--- config.mk ---
export PLATFORM = sky130hd
export DESIGN_NAME = ysyx_25060170_ifu
export DESIGN_NICKNAME = d
export VERILOG_FILES = /design/src/rtl/ysyx_25060170_pkg.sv /design/src/rtl/ysyx_25060170_pc_gen.sv /design/src/rtl/ysyx_25060170_ifu.sv
export SDC_FILE = /design/constraint.sdc
export NUM_CORES = 1
export LEC_CHECK = 0
export ABC_AREA = 1
export CAP_MARGIN = 20
export CORE_MARGIN = 3
export CORE_UTILIZATION = 36
export DETAILED_ROUTE_END_ITERATION = 6
export DONT_BUFFER_PORTS = 1
export SLEW_MARGIN = 20
export SYNTH_ARGS = -nofsm -noshare
export SYNTH_HDL_FRONTEND = slang
export SYNTH_SLANG_ARGS = --single-unit
--- constraint.sdc ---
create_clock -name clk -period 3.68 [get_ports clk]
set_clock_uncertainty 0.2 [all_clocks]
set_input_delay 0.736 -clock clk [delete_from_list [all_inputs] [get_ports clk]]
set_output_delay 0.736 -clock clk [all_outputs]
set_load 0.005 [all_outputs]
--- src/rtl/ysyx_25060170_pkg.sv ---
// rtl/ysyx_25060170_pkg.sv - shared constants and FSM encoding for the instruction fetch unit
package ysyx_25060170_pkg;

  localparam int unsigned      ILEN             = 32;
  localparam logic [ILEN-1:0] PC_STEP          = 32'd4;
  localparam logic [ILEN-1:0] RESET_PC_DEFAULT = 32'h8000_0000;

  typedef enum logic [2:0] {
    S_IDLE    = 3'd0,
    S_REQ     = 3'd1,
    S_WAIT    = 3'd2,
    S_DELIVER = 3'd3,
    S_EXEC    = 3'd4,
    S_FAULT   = 3'd5
  } ifu_state_e;

endpackage

--- src/rtl/ysyx_25060170_pc_gen.sv ---
// rtl/ysyx_25060170_pc_gen.sv - next-PC selection and PC register (alignment check under YSYX_25060170_IFU_ALIGN_CHECK_EN)
module ysyx_25060170_pc_gen
  import ysyx_25060170_pkg::*;
#(
  parameter logic [ILEN-1:0] RESET_PC = RESET_PC_DEFAULT
) (
  input  logic            clk,
  input  logic            rst,
  input  logic            load,
  input  logic            jump_en,
  input  logic [ILEN-1:0] jump_target,
  output logic [ILEN-1:0] pc,
  output logic            misaligned
);

  logic [ILEN-1:0] next_raw;
  logic [ILEN-1:0] next_pc;

  // Redirect target has bit 0 cleared like jalr; sequential step wraps modulo 2^32
  always_comb begin
    next_raw = jump_en ? (jump_target & ~32'h1) : (pc + PC_STEP);
`ifdef YSYX_25060170_IFU_ALIGN_CHECK_EN
    next_pc    = next_raw;
    misaligned = |(next_raw & 32'h3);
`else
    next_pc    = next_raw & ~32'h3;
    misaligned = 1'b0;
`endif
  end

  // PC register: loaded only when the current instruction retires
  always_ff @(posedge clk or posedge rst) begin
    if (rst) begin
      pc <= RESET_PC;
    end else if (load) begin
      pc <= next_pc;
    end
  end

endmodule

--- src/rtl/ysyx_25060170_ifu.sv ---
// rtl/ysyx_25060170_ifu.sv - multi-cycle instruction fetch unit (optional YSYX_25060170_IFU_ALIGN_CHECK_EN fault)
module ysyx_25060170_ifu
  import ysyx_25060170_pkg::*;
#(
  parameter logic [ILEN-1:0] RESET_PC = RESET_PC_DEFAULT
) (
  input  logic            clk,
  input  logic            rst,
  output logic            imem_req_valid,
  input  logic            imem_req_ready,
  output logic [ILEN-1:0] imem_req_addr,
  input  logic            imem_rsp_valid,
  input  logic [ILEN-1:0] imem_rsp_data,
  output logic            inst_valid_o,
  input  logic            inst_ready_i,
  output logic [ILEN-1:0] inst_o,
  output logic [ILEN-1:0] pc_o,
  input  logic            wb_valid_i,
  input  logic            wb_jump_en_i,
  input  logic [ILEN-1:0] wb_jump_target_i,
  output logic            fault_o
);

  ifu_state_e state;
  ifu_state_e state_next;
  logic       pc_load;
  logic       pc_misaligned;

  // Retirement is only honoured while an instruction is executing
  assign pc_load       = (state == S_EXEC) && wb_valid_i;
  assign imem_req_addr = pc_o;

  ysyx_25060170_pc_gen #(
    .RESET_PC(RESET_PC)
  ) u_pc_gen (
    .clk        (clk),
    .rst        (rst),
    .load       (pc_load),
    .jump_en    (wb_jump_en_i),
    .jump_target(wb_jump_target_i),
    .pc         (pc_o),
    .misaligned (pc_misaligned)
  );

  // State register; reset abandons any in-flight fetch
  always_ff @(posedge clk or posedge rst) begin
    if (rst) begin
      state <= S_IDLE;
    end else begin
      state <= state_next;
    end
  end

  // Next-state: one outstanding fetch, strictly sequential phases
  always_comb begin
    state_next = state;
    case (state)
      S_IDLE:    state_next = S_REQ;
      S_REQ:     if (imem_req_ready) state_next = S_WAIT;
      S_WAIT:    if (imem_rsp_valid) state_next = S_DELIVER;
      S_DELIVER: if (inst_ready_i) state_next = S_EXEC;
      S_EXEC:    if (wb_valid_i) state_next = pc_misaligned ? S_FAULT : S_REQ;
      S_FAULT:   state_next = S_FAULT;
      default:   state_next = S_IDLE;
    endcase
  end

  // Outputs decoded purely from state
  always_comb begin
    imem_req_valid = (state == S_REQ);
    inst_valid_o   = (state == S_DELIVER);
`ifdef YSYX_25060170_IFU_ALIGN_CHECK_EN
    fault_o        = (state == S_FAULT);
`else
    fault_o        = 1'b0;
`endif
  end

  // Instruction register: captures only the response to the outstanding request
  always_ff @(posedge clk or posedge rst) begin
    if (rst) begin
      inst_o <= '0;
    end else if ((state == S_WAIT) && imem_rsp_valid) begin
      inst_o <= imem_rsp_data;
    end
  end

endmodule
=== Word-level counts from Yosys, hierarchy flattened ===
Index checks and enable logic that the tools add are counted.

* Add/sub/neg operators: 1
* Equal/unequal tests: 9
* Multiplexer cells: 6
* Reduce and logical (&&, ||, !) cells: 4

{| class="wikitable"
|+ Operators with widths
! kind !! count
|-
| $add 32x3->32 const B || 1
|-
| $mux 32 || 1
|-
| $pmux 3 s6 || 1
|-
| $mux 3 || 4
|-
| $eq 3x2->1 const B || 2
|-
| $eq 3x3->1 const B || 2
|-
| $ne 2x1->1 const B || 2
|-
| $ne 2x2->1 const B || 2
|-
| $reduce_and 4->1 || 1
|-
| $eq 3x1->1 const B || 1
|-
| $logic_not 3->1 || 1
|-
| $logic_and 1x1->1 || 2
|}

* Bits in registers: 65
* Input bits: 71
* Output and inout port bits: 99
* Logic and storage cells: 23

=== Logic depth before layout (Yosys ltp) ===
Gate-level depths: netlist of the first run.

* Depth after elaboration: 3
* Depth in mapped cells: 10
* Depth with buffers taken out: 10

=== Modules after synthesis ===
From an unflattened synthesis of the first run, not the netlist that was laid out.

* Cell total of the unflattened synthesis: 613
* Area, all modules: 4,330.4 µm²

{| class="wikitable"
|+ Modules (own cells, without submodules)
! module !! instances !! cells each !! area each (µm²) !! seq. area each (µm²)
|-
| ysyx_25060170_pc_gen || 1 || 404 || 2,426.1 || 752.0
|-
| ysyx_25060170_ifu || 1 || 209 || 1,904.3 || 875.8
|}

=== Least setup slack after synthesis of the first run ===
Ideal clock, no wire load.

* Kind: input-to-reg
* From: in wb_jump_en_i
* To: reg u_pc_gen.pc[21]
* Setup time: 0.116 ns
* Arrival time: 1.491 ns
* Data required time: 3.364 ns
* Path slack: 1.872 ns
* Stages on the path: 7
* Path buffers: 3
* Cells stage by stage: buf_2 -> inv_1 -> buf_4 -> buf_2 -> nand3_1 -> nand2_1 -> nand2_1

* Cells in the longest elaborated chain, start to end: 1

{| class="wikitable"
|+ RTL lines
! element !! RTL line !! RTL
|-
| start: declaration || ysyx_25060170_ifu.sv:19 || <nowiki>input logic wb_jump_en_i,</nowiki>
|-
| $mux 32 || ysyx_25060170_pc_gen.sv:21 || <nowiki>next_raw = jump_en ? (jump_target & ~32'h1) : (pc + PC_STEP);</nowiki>
|-
| end signal: assignment || ysyx_25060170_pc_gen.sv:36 || <nowiki>pc <= next_pc;</nowiki>
|-
| end: declaration || ysyx_25060170_pc_gen.sv:12 || <nowiki>output logic [ILEN-1:0] pc,</nowiki>
|}

No other way between the ends.
A chain may end at the register's enable or synchronous reset.

=== Worst setup path in the final report of the first run ===
* From: reg state[2]
* To: out imem_req_valid

* Cells in the longest elaborated chain, start to end: 1

{| class="wikitable"
|+ RTL lines
! element !! RTL line !! RTL
|-
| start: declaration || ysyx_25060170_ifu.sv:24 || <nowiki>ifu_state_e state;</nowiki>
|-
| start signal: assignment || ysyx_25060170_ifu.sv:50 || <nowiki>state <= state_next;</nowiki>
|-
| $eq 3x1->1 || ysyx_25060170_ifu.sv:70 || <nowiki>imem_req_valid = (state == S_REQ);</nowiki>
|-
| end: declaration || ysyx_25060170_ifu.sv:9 || <nowiki>output logic imem_req_valid,</nowiki>
|}

No other way between the ends.

==> results.py, run 1 <==
metrics = {
    "placement": {
        "dp.cells": 612,
        "place_hpwl_um": 7252,
        "dpl_cell_area_mm2": 0.003856,
        "dp_slack_ns": 1.462,
        "io_buffers": 0,
        "place_congestion": 0.8747,
    },
    "outcome": {
        "status": "completed",
    },
    "critical_path": {
        "cp-end-kind": "output port",
        "start_kind": "register",
        "crit_fanout": 5,
        "critPathKind": "register to output port",
        "cp.arrival_ns": 1.24,
        "cp.required_ns": 2.74,
    },
    "global_routing": {
        "grt_usage": 0.1597,
        "grt_max_degree": 52,
        "grt_pass1_vias": 3121,
        "grt_pass1_wl_um": 16010,
        "antenna_found_initial": 0,
        "grt-ovfl-total": 0,
    },
    "final_layout": {
        "drive_gt1_frac": 0.1527,
        "diodes": 0,
        "final_common_cell": "nand2_1",
        "mostFrequentLayoutCells": "nand2_1, nor2_1, dfrtp_1",
        "final_area_mm2": 0.004073,
        "final_cells": 627,
        "layout.nets": 559,
        "syn2layout_area_growth_pct": 1.592,
    },
    "floorplan": {
        "dieWidth_um": 111.5,
        "pin_count": 170,
        "die_y_um": 111.5,
        "rows": 37,
        "die-area_mm2": 0.01244,
        "start_util": 0.3798,
        "core_mm2": 0.01056,
    },
    "timing": {
        "setup_tns_ns": 0,
        "hold_violations": 0,
        "max_freq_mhz": 460.4,
        "timing.final.ws_setup_ns": 1.508,
        "slew_viol_final": 0,
        "slew_headroom": 0.6310,
        "period_share": 0.5902,
        "tightest_slew_ns": 0.5527,
        "rsz0062_at_grt": "no",
        "final.min_clock_period_ns": 2.172,
        "setup_viol": 0,
    },
    "pwr": {
        "intPower_w": 0.001861,
        "netSwitchingPower_w": 0.001309,
        "pwr-share-comb": 0.280,
        "seq_power_share": 0.506,
        "irDropWorstVdd_uv": 344.8,
        "power.density_mw_per_mm2": 778.5,
        "finalPower_w": 0.003171,
        "sw_frac_of_total": 0.4130,
        "pwr-share-clk": 0.214,
        "leakagePower_nw": 1.853,
    },
    "synth": {
        "yosys_register_bits": 65,
        "async_reset_ff_frac": 1.000,
        "synth_edf_count": 0,
        "synth.largest_area_cell": "dfrtp_1",
        "seq_area_frac_synth": 0.4061,
        "synth_area_leaders": "dfrtp_1, nand2_1, mux2_2",
        "ys_warn_count": 0,
        "synth_compound_area_frac": 0.07303,
        "yosys.area_share.xor_xnor": 0,
        "ys_types": 34,
        "syn_inst": 518,
        "synth_area_mm2": 0.004009,
        "synth_top_family_by_area": "simple AND/OR/NAND/NOR gates",
        "synthMuxAreaShare": 0.09551,
        "synthSimpleGateAreaFrac": 0.2862,
        "synth_adder_area_share": 0.003121,
        "syn_avg_cell_area_um2": 7.739,
        "synth_ff_type": "dfrtp_1",
        "synth_top_area_frac": 0.3995,
    },
    "route": {
        "wl_um": 9721,
        "drc": 0,
        "drt-initial-drc-count": 175,
        "vias_per_cell": 4.927,
        "first_pass_iters": 4,
        "routedWlPerCell_um": 15.50,
        "vias": 3089,
        "ant_nets": 0,
    },
    "clocking": {
        "clk_latency_ns": 0.35,
        "cts_buffers": 9,
        "clkSinkCount": 65,
        "cts_root_buf": "clkbuf_8",
        "cts.path.max_buffers": 2,
        "postCtsHoldBufs": 0,
        "cts_setup_buffers": 0,
        "postCtsResizedCells": 0,
        "clk_pin_slew_ns": 0.08,
        "h-tree-depth": 3,
        "cts_tree": "built",
    },
    "job": {
        "maxCapViolations": 0,
    },
    "hold_path": {
        "holdCritPathClass": "primary input to async pin",
    },
}
path summary, 6_finish.rpt:
| check | from | to | slack (ns) | cells past startpoint |
|---|---|---|---|---|
| worst max-delay path | state[2] | imem_req_valid | 1.51 | 3 |
| worst max register to register | u_pc_gen.pc[3] | u_pc_gen.pc[28] | 1.65 | 10 |
| worst min register to register | u_pc_gen.pc[31] | u_pc_gen.pc[31] | 0.33 | 2 |
| worst min-delay path | rst | u_pc_gen.pc[16] | 0.11 | 1 |
| max in group asynchronous | rst | inst_o[14] | 2.41 | 2 |
| min in group clk | u_pc_gen.pc[31] | u_pc_gen.pc[31] | 0.33 | 2 |
sequential cells by signal (all words and copies together) (netlist names):
register / flops
inst_o: 32
u_pc_gen.pc: 30
state: 3
power groups by stage:
stage	Combinational (W)	Sequential, W	Clock, W
floorplan	0.00103	0.00142	0
global placement	0.000855	0.00161	0
detailed placement	0.000899	0.00161	0
CTS	0.000896	0.00161	0.000708
global route	0.00102	0.00169	0.000744
finish	0.000887	0.00160	0.000680
Yosys cell counts, types with 2 or more instances:
master and n:
and2_1 2, o21bai_1 2, o31ai_1 2, nor2_4 5
buf_2 6, nand2_1 145, nand2_2 3, buf_4 36
o22ai_1 3, buf_6 5, o21ai_0 23, mux2_4 6
a21oi_1 16, inv_2 2, a21oi_2 2, nor2_1 72
mux2_2 26, clkbuf_1 3, nor2_2 5, dfrtp_1 64
inv_1 43, nand3_1 35
worst max-delay path, stage by stage (launching register included):
cell and delay, ns:
dfrtp_1 0.44, inv_2 0.10, nand2_1 0.11, nor2_1 0.23
cell families (layout without fill, tap and decap cells):
kind of cell	count (synthesis)	after routing
fa+ha+maj	1	1
mux	32	32
other cells	1	5
compound gates	52	52
simple gates	271	271
buf+inv	96	65
flops	65	65
per-stage QoR:
step / utilization / hold slack [ns]
floorplan: - / 0.2775
global placement: 0.3653 / 0.3052
detailed placement: 0.3653 / 0.3186
CTS: 0.3858 / 0.1041
global route: 0.3858 / 0.1248
finish: 0.3858 / 0.1085
cell type report:
cell class / count / area [um^2]
well taps: 136 / 170.2
multi-input cells: 361 / 1854
fillers: 1094 / 6482
flip-flops and latches: 65 / 1628
inverters: 46 / 173.9
clock inverters: 6 / 92.59
clock buffers: 9 / 123.9
repair buffers: 4 / 30.03
per-layer routing:
layer	share of wire	track usage	up-vias
met3	0.13	0.09185	13
li1	-	-	1540
met1	0.40	0.1820	1389
met5	0	0	-
met2	0.46	0.2509	147
met4	0.018	0.05677	0
(Power assumes the default switching activity.)
==> run 2: changes to the inputs <==
- ABC_AREA: 1 -> 0
- clock period: 3.68 -> 1.8 ns (I/O delays scaled with it)
==> run 2 against run 1 <==
Against the previous run:
- the flow now finishes with violations (negative setup slack)
- via count up 5.0%
- count of clock-buffer cells in the layout up 4
- critical endpoint is now u_pc_gen.pc[24]
- critical path depth up 3
- die area down 7.9%
- first-iteration DRC count up 62%
- synthesized cell count down 28%
- worst hold slack worse by 0.091 ns
- highest routed layer unchanged
- sequential share of layout area down 8.2 points
- sequential cell count unchanged
- clock power up 100%
- area after synthesis down 8.3%
- sequential power up 72%
==> results.py, run 2 <==
metrics = {
    "synth": {
        "synth_top_area_frac": 0.4357,
        "async_reset_ff_frac": 1.000,
        "ys_types": 58,
        "synth_ff_type": "dfrtp_1",
        "syn_avg_cell_area_um2": 9.908,
        "ys_warn_count": 0,
        "synth_edf_count": 0,
        "syn_inst": 371,
        "synth_area_leaders": "dfrtp_1, mux2_2, buf_4",
        "synth.largest_area_cell": "dfrtp_1",
        "synth_area_mm2": 0.003676,
        "seq_area_frac_synth": 0.4428,
        "netlist_top_cells_count": "dfrtp_1, buf_4, mux2_2, o21ai_0, nand2_1",
        "yosys_register_bits": 65,
        "synth.most_common_cell": "dfrtp_1",
    },
    "pwr": {
        "irDropWorstVdd_uv": 747.3,
        "leakagePower_nw": 2.211,
        "finalPower_w": 0.006693,
        "power.density_mw_per_mm2": 1300,
    },
    "route": {
        "vias": 3242,
        "ant_nets": 0,
        "routedWlPerCell_um": 19.75,
        "vias_per_cell": 5.523,
        "drc": 0,
        "drt-initial-drc-count": 284,
        "wl_um": 11590,
        "first_pass_iters": 4,
    },
    "global_routing": {
        "grt_pass1_vias": 3226,
        "antenna_found_initial": 0,
        "grt-ovfl-total": 0,
        "grt_usage": 0.1823,
        "grt_pass1_wl_um": 16420,
        "grt_max_degree": 66,
    },
    "final_layout": {
        "syn2layout_area_growth_pct": 40.10,
        "layout.nets": 521,
        "top_regs": "inst_o: 32 flops, u_pc_gen.pc: 30 flops, state: 3 flops",
        "mostFrequentLayoutCells": "buf_4, dfrtp_1, dlygate4sd3_1",
        "final_util": 0.5221,
        "final_common_cell": "buf_4",
        "fillers": 853,
        "final_area_mm2": 0.005150,
        "largest_reg_flops": 32,
        "ff_latch_area_mm2": 0.001635,
        "diodes": 0,
        "multi_input_area_mm2": 0.001957,
        "regMostFlops": "inst_o",
        "drive_gt1_frac": 0.3877,
    },
    "clocking": {
        "cts_tree": "built",
        "clkSinkCount": 65,
        "clk_latency_ns": 0.34,
        "cts.path.max_buffers": 2,
        "cts_root_buf": "clkbuf_8",
        "clk_pin_slew_ns": 0.07,
        "h-tree-depth": 3,
        "cts_buffers": 9,
    },
    "timing": {
        "max_freq_mhz": 525.7,
        "rsz0062_at_grt": "yes",
        "hold_violations": 0,
        "timing.final.ws_setup_ns": -0.1024,
        "setup_viol": 28,
        "slew_viol_final": 0,
        "period_share": 1.057,
        "final.min_clock_period_ns": 1.902,
    },
    "critical_path": {
        "cp_top_family": "simple AND/OR/NAND/NOR gates",
        "cpMaxStageDelayCell": "dfrtp_1",
        "path_buf_inv": 1,
        "start_kind": "register",
        "worstPathCellList": "ha_2 -> nand4_1 -> nor4_2 -> buf_4 -> nand3_1 -> a211o_1",
        "cp-end-kind": "register",
        "cp.required_ns": 1.83,
        "crit_fanout": 5,
        "cp.arrival_ns": 1.93,
        "crit_cells": 6,
        "crit_path_max_incr_delay_ns": 0.41,
        "critPathKind": "register to register",
        "reg2reg_depth": 6,
    },
    "placement": {
        "io_buffers": 0,
        "dpl_cell_area_mm2": 0.004063,
        "place_congestion": 0.8319,
        "place_hpwl_um": 7135,
        "dp_slack_ns": -0.07027,
    },
    "floorplan": {
        "pin_count": 170,
        "rows": 36,
        "dieWidth_um": 107.1,
        "core_mm2": 0.009864,
        "start_util": 0.3727,
        "die-area_mm2": 0.01146,
        "die_y_um": 107.1,
    },
    "hold_path": {
        "min_delay_path_depth": 2,
        "holdCritPathClass": "primary input to register",
    },
    "job": {
        "maxCapViolations": 0,
    },
    "outcome": {
        "violations": "negative setup slack",
        "status": "complete, but fails checks",
    },
}
-- run 2: worst paths after layout --
check	start	endpoint	slack [ns]
setup / recovery	u_pc_gen.pc[3]	u_pc_gen.pc[24]	-0.10
hold / removal	wb_jump_target_i[13]	u_pc_gen.pc[13]	0.02
setup reg to reg	u_pc_gen.pc[3]	u_pc_gen.pc[24]	-0.10
hold reg to reg	inst_o[19]	inst_o[19]	0.34
max in group asynchronous	rst	u_pc_gen.pc[31]	0.68
min in group asynchronous	rst	inst_o[30]	0.41
-- run 2: metal layers --
metal  wire length [um]  part of all wire  global-route usage  vias to the layer above
li1                   -                 -                   -                     1479
met1               4407              0.38              0.2111                     1573
met2               5688              0.49              0.3012                      176
met3               1309              0.11             0.08368                       14
met4                187             0.016             0.05479                        0
met5                  0                 0                   0                        -
-- run 2: what timing repair did --
item                                    4_1_cts  5_1_grt
gates resized for setup                      17       71
buffers inserted                              0       14
endpoints found under the setup margin       48       55
pin swaps                                     5       16
hold endpoints to repair                    103        0
hold buffers                                 40        0
cloned                                        0        4
-- run 2: cells by family (layout without fill, tap and decap cells) --
family | after synthesis | count (layout) | share of synthesized area
muxes | 37 | 37 | 0.1116
buffers and inverters | 64 | 143 | 0.1079
other | 1 | 5 | 0.001020
DFF | 65 | 65 | 0.4428
and+or+nand+nor | 116 | 116 | 0.1855
AOI/OAI and AO/OA | 87 | 87 | 0.1477
adders and majority gates | 1 | 1 | 0.003403
-- run 2: final cells by class --
type	instances	area share
multi-input combinational	246	0.3800
tap	133	0.03231
sequential	65	0.3175
clock buffer	13	0.02891
timing repair buffer	124	0.2257
clock inverter	3	0.01263
inverter	3	0.002915
-- run 2: per-stage QoR --
stage / setup TNS (ns) / hold slack, ns / std cells
finish: -0.6489 / 0.01783 / 587
global route: -4.635 / 0.01314 / 587
CTS: -0.2268 / 0.0008841 / 570
detailed placement: -1.365 / 0.1671 / 514
global placement: -0.5303 / 0.1585 / 514
floorplan: -0.4797 / 0.2749 / 375
-- run 2: power by group --
group | internal [W] | total (W) | switching, W
Sequential | 0.00210 | 0.00276 | 0.000665
Combinational | 0.00146 | 0.00254 | 0.00109
Clock | 0.000818 | 0.00139 | 0.000570
==> run 3: changes to the inputs <==
- REMOVE_ABC_BUFFERS: default -> 1
==> run 3 against run 2 <==
Against the previous run:
- the run still ends with negative setup slack left
- non-clock buffer count up 7
- routed wire length shrank 2.9%
- critical path type unchanged
- power shrank 0.87%
- cell count rose by 1.2%
- combinational power is 2% lower
==> results.py, run 3 (synthesis gave the netlist of run 2 again) <==
metrics = {
    "route": {
        "first_pass_iters": 4,
        "routedWlPerCell_um": 18.94,
        "vias_per_cell": 5.438,
        "ant_nets": 0,
        "drc": 0,
        "vias": 3230,
        "drt-initial-drc-count": 164,
        "wl_um": 11250,
    },
    "global_routing": {
        "grt_pass1_vias": 3117,
        "grt_pass1_wl_um": 16240,
        "antenna_found_initial": 0,
        "grt_usage": 0.1808,
        "grt_max_degree": 49,
        "grt-ovfl-total": 0,
    },
    "floorplan": {
        "die_y_um": 107.1,
        "dieWidth_um": 107.1,
        "core_mm2": 0.009864,
        "die-area_mm2": 0.01146,
        "pin_count": 170,
        "rows": 36,
        "start_util": 0.3727,
    },
    "final_layout": {
        "fillers": 862,
        "layout.nets": 528,
        "regMostFlops": "inst_o",
        "final_common_cell": "buf_4",
        "syn2layout_area_growth_pct": 41.59,
        "mostFrequentLayoutCells": "buf_4, dfrtp_1, dlygate4sd3_1",
        "diodes": 0,
        "drive_gt1_frac": 0.3774,
        "largest_reg_flops": 32,
        "top_regs": "inst_o: 32 flops, u_pc_gen.pc: 30 flops, state: 3 flops",
        "final_util": 0.5277,
    },
    "timing": {
        "final.min_clock_period_ns": 1.878,
        "period_share": 1.043,
        "timing.final.ws_setup_ns": -0.07790,
        "slew_viol_final": 0,
        "rsz0062_at_grt": "yes",
        "setup_tns_ns": -0.2711,
        "setup_viol": 13,
        "hold_violations": 0,
        "max_freq_mhz": 532.5,
    },
    "placement": {
        "place_hpwl_um": 7182,
        "place_congestion": 0.7874,
        "io_buffers": 0,
    },
    "clocking": {
        "clk_latency_ns": 0.34,
        "cts_tree": "built",
        "h-tree-depth": 3,
        "cts_root_buf": "clkbuf_8",
        "cts.path.max_buffers": 2,
        "clkSinkCount": 65,
        "cts_buffers": 9,
        "clk_pin_slew_ns": 0.08,
    },
    "critical_path": {
        "critPathKind": "register to register",
        "cp.required_ns": 1.83,
        "start_kind": "register",
        "crit_fanout": 7,
        "r2r_setup_slack_ns": -0.08,
        "cp.arrival_ns": 1.91,
        "cp-end-kind": "register",
    },
    "pwr": {
        "leakagePower_nw": 2.195,
        "power.density_mw_per_mm2": 1275,
        "irDropWorstVdd_uv": 520.1,
    },
    "outcome": {
        "violations": "negative setup slack",
        "status": "complete, but fails checks",
    },
    "hold_path": {
        "holdCritPathClass": "primary input to register",
    },
    "job": {
        "maxCapViolations": 0,
    },
}
run 3: through the flow:
step	worst slack (ns)	instances	hold WS, ns	total power, W	cell area [um^2]
CTS	-0.03381	580	0.006936	0.006344	4860
global route	-0.1528	594	0.01109	0.007063	5205
detailed placement	-0.2158	510	0.07450	0.004617	4035
finish	-0.07790	594	0.02051	0.006635	5205
global placement	-0.1598	510	0.08158	0.004535	4035
floorplan	-2.274	314	0.2749	0.003686	3306
run 3: critical path, stage by stage, from the launching register on:
cell and delay [ns]:
dfrtp_1 0.41, buf_6 0.12, nand4_1 0.10, nor4_2 0.33, buf_4 0.22, nand3_2 0.09
a211o_1 0.30
run 3: final timing paths:
check | from | end | depth (start not counted)
hold / removal | wb_jump_target_i[5] | u_pc_gen.pc[5] | 2
setup reg to reg | u_pc_gen.pc[13] | u_pc_gen.pc[24] | 6
max in group asynchronous | rst | inst_o[19] | 3
hold reg to reg | inst_o[22] | inst_o[22] | 1
setup / recovery | u_pc_gen.pc[13] | u_pc_gen.pc[24] | 6
min in group asynchronous | rst | u_pc_gen.pc[23] | 2
run 3: per-layer routing:
layer  up-vias  share of wire  GRT usage
met5         -              0          0
met4         0          0.014    0.07306
met3        13          0.081    0.05178
met2       147           0.49     0.3047
met1      1568           0.41     0.2161
li1       1502              -          -
run 3: report_power, final:
part           total [W]  switching [W]  leakage [nW]  internal (W)
combinational    0.00248        0.00108          1.30       0.00140
clock            0.00142       0.000604         0.105      0.000820
sequential       0.00273       0.000633         0.791       0.00209
total            0.00664        0.00232          2.19       0.00432
run 3: area by class of cell:
cell class | count | area (um^2) | area share
Sequential cell | 65 | 1633 | 0.3137
Multi-Input combinational cell | 246 | 1883 | 0.3618
Tap cell | 133 | 166.4 | 0.03197
Clock buffer | 10 | 137.6 | 0.02644
Clock inverter | 6 | 91.34 | 0.01755
Timing Repair Buffer | 131 | 1282 | 0.2464
Inverter | 3 | 11.26 | 0.002163
run 3: repair_timing:
action | 4_1_cts | 5_1_grt
setup buffers | 12 | 11
endpoints found under the hold margin | 56 | 0
gates cloned | 1 | 3
setup endpoints to repair | 52 | 28
pin swaps | 13 | 12
resized for setup | 26 | 49
hold buffers | 41 | 0
